--- src/rtl/gcd_xcel_unit.sv ---
// Unpipelined Euclid GCD responder on a val/rdy request/response pair.
// Swap/subtract datapath; one operand pair in flight at a time.
module gcd_xcel_unit #(
    parameter int p_nbits = 16
) (
    input  logic                   clk,
    input  logic                   reset,
    input  logic                   req_val,
    output logic                   req_rdy,
    input  logic [2*p_nbits-1:0]   req_msg,
    output logic                   resp_val,
    input  logic                   resp_rdy,
    output logic [p_nbits-1:0]     resp_msg
);

    typedef enum logic [1:0] {
        IDLE = 2'd0,
        CALC = 2'd1,
        DONE = 2'd2
    } state_t;

    state_t             state, state_nxt;
    logic [p_nbits-1:0] a_reg, b_reg;
    logic [p_nbits-1:0] a_nxt, b_nxt;

    always_ff @(posedge clk) begin
        if (reset) begin
            state <= IDLE;
            a_reg <= '0;
            b_reg <= '0;
        end else begin
            state <= state_nxt;
            a_reg <= a_nxt;
            b_reg <= b_nxt;
        end
    end

    // Handshake outputs are pure functions of state, so there is no
    // combinational path from req_val/resp_rdy back to the ready/valid.
    always_comb begin
        state_nxt = state;
        a_nxt     = a_reg;
        b_nxt     = b_reg;
        req_rdy   = 1'b0;
        resp_val  = 1'b0;
        case (state)
            IDLE: begin
                req_rdy = 1'b1;
                if (req_val) begin
                    a_nxt     = req_msg[2*p_nbits-1:p_nbits];
                    b_nxt     = req_msg[p_nbits-1:0];
                    state_nxt = CALC;
                end
            end
            CALC: begin
                if (a_reg < b_reg) begin
                    a_nxt = b_reg;
                    b_nxt = a_reg;
                end else if (b_reg != '0) begin
                    // a_reg >= b_reg here, so the difference cannot wrap.
                    a_nxt = a_reg - b_reg;
                end else begin
                    state_nxt = DONE;
                end
            end
            DONE: begin
                resp_val = 1'b1;
                if (resp_rdy) state_nxt = IDLE;
            end
            default: state_nxt = IDLE;
        endcase
    end

    assign resp_msg = a_reg;

endmodule

--- config.mk ---
export PLATFORM = sky130hd
export DESIGN_NAME = gcd_xcel_unit
export DESIGN_NICKNAME = d
export VERILOG_FILES = /design/src/rtl/gcd_xcel_unit.sv
export SDC_FILE = /design/constraint.sdc
export NUM_CORES = 1
export LEC_CHECK = 0
export ABC_CLOCK_PERIOD_IN_PS = 4710
export BUFFER_PORTS_ARGS = -buffer_cell sky130_fd_sc_hd__buf_4
export CORE_MARGIN = 2
export CORE_UTILIZATION = 40
export CTS_CLUSTER_DIAMETER = 40
export DETAILED_ROUTE_END_ITERATION = 8
export PLACE_DENSITY = 0.67
export SLEW_MARGIN = 10
export SYNTH_ARGS = -nofsm -noshare
export SYNTH_HDL_FRONTEND = slang
export SYNTH_SLANG_ARGS = --single-unit
--- constraint.sdc ---
create_clock -name clk -period 4.71 [get_ports clk]
set_input_delay 0.2355 -clock clk [delete_from_list [all_inputs] [get_ports clk]]
set_output_delay 0.2355 -clock clk [all_outputs]
set_load 0.03 [all_outputs]
Yosys cells after proc, flatten, opt, wreduce, memory -nomap -nowiden
Index checks and enable logic that the tools add are counted.

operators by class
  add/sub/neg operators = 1
  $lt $le $gt $ge = 1
  eq/ne operators = 8
  muxes and demuxes = 14
  reductions and logical operators = 6

operators with widths
  cell                  count
  $mux W16              5
  $pmux W16 S2          2
  $lt A16 B16 Y1        1
  $reduce_bool A16 Y1   1
  $sub A16 B16 Y16      1
  $ne A2 B2 Y1 const B  5
  $mux W2               4
  $pmux W2 S3           1
  $reduce_and A3 Y1     2
  $reduce_and A4 Y1     1
  $ne A3 B3 Y1 const B  1
  $eq A2 B1 Y1 const B  1
  $eq A2 B2 Y1 const B  1
  $logic_not A2 Y1      1
  $mux W1               2
  $reduce_bool A2 Y1    1

word-level totals
  register bits after elaboration = 34
  bits of input ports = 36
  output and inout bits = 18

Longest topological paths before layout
  depth after elaboration = 4
  depth in mapped cells = 11

Worst setup path after synthesis
Ideal clock, no wire load.

  path type = register to register
  start = reg a_reg[0] (netlist: resp_msg[0])
  end = reg a_reg[12] (netlist: resp_msg[12])
  library setup time = 69 ps
  data arrival time = 2542 ps
  required time = 4641 ps
  setup slack = 2099 ps
  stages on the path, launching flop included = 11
  path buffers = 0
  period minus slack after synthesis = 2611 ps
  cells stage by stage = dfxtp_1 inv_1 ha_1 fa_1 nand2b_1 a211oi_4 nor2_2 o21bai_2 xnor2_1 or4_1 o21ai_1

between the ends
  cells in the longest elaborated chain, start to end = 4
  elaborated cells on any way between the ends = 7
  classes of those cells = add/sub: 1; order compare: 1; eq/ne: 1; mux: 3; reduce/logical: 1

ends and longest elaborated chain
  item                      RTL line  RTL
  start: declaration        23        logic [p_nbits-1:0] a_reg, b_reg;
  start signal: assignment  33        a_reg <= a_nxt;
  $sub A16 B16 Y16          61        a_nxt = a_reg - b_reg;
  $mux W16                  59        end else if (b_reg != '0) begin
  $mux W16                  56        if (a_reg < b_reg) begin
  $pmux W16 S2              46        case (state)

Parallel ways exist; a longest one is shown, timed or not. The select of a mux whose other input is x is not followed.
A chain may end at the register's enable or synchronous reset.

Worst setup path after layout
  start = reg a_reg[0] (netlist: resp_msg[0])
  end = reg a_reg[1] (netlist: resp_msg[1])

The elaborated chain is that of the path after synthesis.

==> results.yml <==
run_status:
  status: "finished, final reports clean"
setup_path:
  crit_family: "compound AO/OA/AOI/OAI gates"
  cp.buffers_inverters: 1
  cp.required_ps: 4890
  r2r-end: "resp_msg[1]"
  worst-r2r-cell-count: 9
  start_kind: "flip-flop"
  crit_chain: "inv_1 > ha_1 > fa_1 > nand2b_1 > a211oi_4 > o21ai_2 > a21boi_2 > a21oi_1 > a221oi_1"
  slowest_delay_ps: 760
  worst-path-max-fanout: 22
  cp_slowest_cell: "a21boi_2"
  critPathKind: "flip-flop to flip-flop"
  worstPathArrival_ps: 3190
  critPathCaptureType: "flip-flop"
  reg2reg_slack_ps: 1710
  worstReg2RegStart: "resp_msg[0]"
timing:
  hold_slack_ps: 216.9
  maxSlewHeadroom_pct: 33.59
  finClkSkew_ps: 4.346
  worst_slew_pin_slew_ps: 994.1
  fmax_mhz: 332.8
  drv_slew: 0
  final.setup.tns_ps: 0
  setup_violations: 0
  hold_violations: 0
  rsz0062_at_grt: "false"
  final.min_clock_period_ps: 3005
  post-route-period-util_pct: 63.79
synth:
  syn_area_per_cell_um2: 7.912
  netlist.area_leader.share_pct: 25.99
  syn_area_um2: 2619
  async_flop_share_pct: 0
  ys_seq_area_share_pct: 25.99
  synth_most_common_cell: "nor2_1"
  syn_inst: 331
  ys_types: 58
  yosys-top-cells-count: "nor2_1 (42), dfxtp_1 (34), a21oi_1 (25)"
  ys.flop_type: "dfxtp_1"
  synth_warnings: 0
  syn_nets: 384
  synth_top_area_cell: "dfxtp_1"
  synth_area_leaders: "dfxtp_1 (26%), ha_1 (7.6%), nor2_1 (6.0%), a21oi_1 (4.8%), o22ai_1 (4.3%)"
  synth_edf_count: 0
  ys_ff_latch: 34
drt:
  drtIter0Drc: 162
  ant_nets: 0
  dr.pass1.iters: 4
  wl_per_cell_um: 16.62
  viasPerCell: 5.806
  drc: 0
  via_count: 2607
  finalWirelength_mm: 7.464
die:
  die_area_um2: 7210
  chipWidth_um: 84.91
  num_io_pins: 54
  initial_core_util_pct: 41.24
  rows: 29
  core_area_um2: 6350
  die_height_um: 84.91
placement:
  port_buffers: 53
  gp_congestion: 0.8909
  hpwl_mm: 5.764
cells_and_area:
  syn_to_final_growth_pct: 17.63
  antenna_cells: 0
  drive_above_1_share_pct: 23.92
  final_nets: 424
clocking:
  clockRootBuffer: "clkbuf_8"
  hold_buffers: 0
  clk_latency_ps: 280
  cts_tree: "yes"
  htreeDepth: 2
  clock-sinks: 34
  clock_path_buffers: 2
  ctsResizeCount: 0
  post_cts_buffers: 0
  clk_pin_slew_ps: 70
  cts_buffers: 5
hold_path:
  hp-start: "req_msg[8]"
  hold_depth: 3
  min_to: "b_reg[8]"
  hold_path_class: "input pin to flip-flop"
global_route:
  grt_overflow: 0
  grt_pass1_wl_mm: 12.18
  grt_pass1_vias: 2460
  grt_max_degree: 33
  antenna_found_initial: 0
  grt_use_total_pct: 21.00
run:
  maxCapViolCount: 0
-- layout by cell type, fill, tap and decap left out, types with 2 or more instances in the layout --
| cell type | instances |
|---|---|
| a211o_1 | 3 |
| a211oi_1 | 4 |
| a21boi_2 | 2 |
| a21o_1 | 7 |
| a21oi_1 | 25 |
| a221oi_1 | 2 |
| a31oi_1 | 5 |
| a32o_1 | 2 |
| buf_4 | 53 |
| clkbuf_8 | 6 |
| dfxtp_1 | 34 |
| ha_1 | 16 |
| inv_1 | 20 |
| mux2i_1 | 2 |
| nand2_1 | 14 |
| nand2b_1 | 5 |
| nand3_1 | 5 |
| nand4_1 | 4 |
| nor2_1 | 42 |
| nor2_2 | 3 |
| nor2b_1 | 5 |
| nor3_1 | 9 |
| nor3_2 | 10 |
| nor4_1 | 4 |
| nor4b_1 | 2 |
| o211ai_1 | 3 |
| o21a_1 | 3 |
| o21ai_0 | 20 |
| o21ai_2 | 3 |
| o21bai_2 | 2 |
| o221ai_1 | 3 |
| o22ai_1 | 18 |
| o31ai_1 | 3 |
| xnor2_1 | 5 |
| xor2_1 | 5 |
-- tightest hold or removal path: cells and delay by family --
family                 cells  cell delay, ps
and+or+nand+nor            1              90
buffers and inverters      1              80
AOI/OAI and AO/OA          1              60
-- area by class of cell --
class                   instances  area [um^2]
clock buffers                   7        86.33
well taps                      77        96.34
multi-input cells             257         1739
flip-flops and latches         34        680.7
inverters                      20        75.07
repair buffers                 53        397.9
clock inverters                 1        5.005
fillers                       622         3269
-- worst max path at each step --
stage                start           end  slack (ps)  cells past startpoint
6_report       resp_msg[0]   resp_msg[1]        1710                      9
4_1_cts        resp_msg[0]   resp_msg[1]        1720                      9
2_1_floorplan  resp_msg[0]  resp_msg[12]        2100                     10
5_1_grt        resp_msg[0]   resp_msg[5]        1460                      9
3_5_place_dp   resp_msg[0]   resp_msg[1]        1760                      9
3_3_place_gp   resp_msg[0]   resp_msg[5]        1840                      9
-- kinds of logic after synthesis --
group                      synth area share (%)
AOI/OAI and AO/OA                         31.06
and+or+nand+nor                           22.84
muxes                                    0.7645
xor gates and xnor gates                  3.344
adders and majority gates                 8.409
DFF                                       25.99
buffers and inverters                     7.597
-- per-stage QoR --
stage	utilization, %	instance area (um^2)	setup WS (ps)	std cells
after detailed placement	47.07	2989	1762	441
after global placement	47.07	2989	1843	441
final	48.51	3080	1705	449
after global routing	48.51	3080	1458	449
after CTS	48.51	3080	1724	449
after floorplan	-	2619	2099	331
-- layer usage --
| layer | track usage [%] | up-vias | part of all wire [%] |
|---|---|---|---|
| li1 | - | 1302 | - |
| met1 | 31.50 | 1215 | 47 |
| met2 | 31.42 | 82 | 44 |
| met3 | 3.113 | 8 | 7.0 |
| met4 | 5.483 | 0 | 1.2 |
| met5 | 0 | - | 0 |
Power is not shown: default switching activity piles up to over one toggle a cycle in this logic, so the estimate is an artifact.
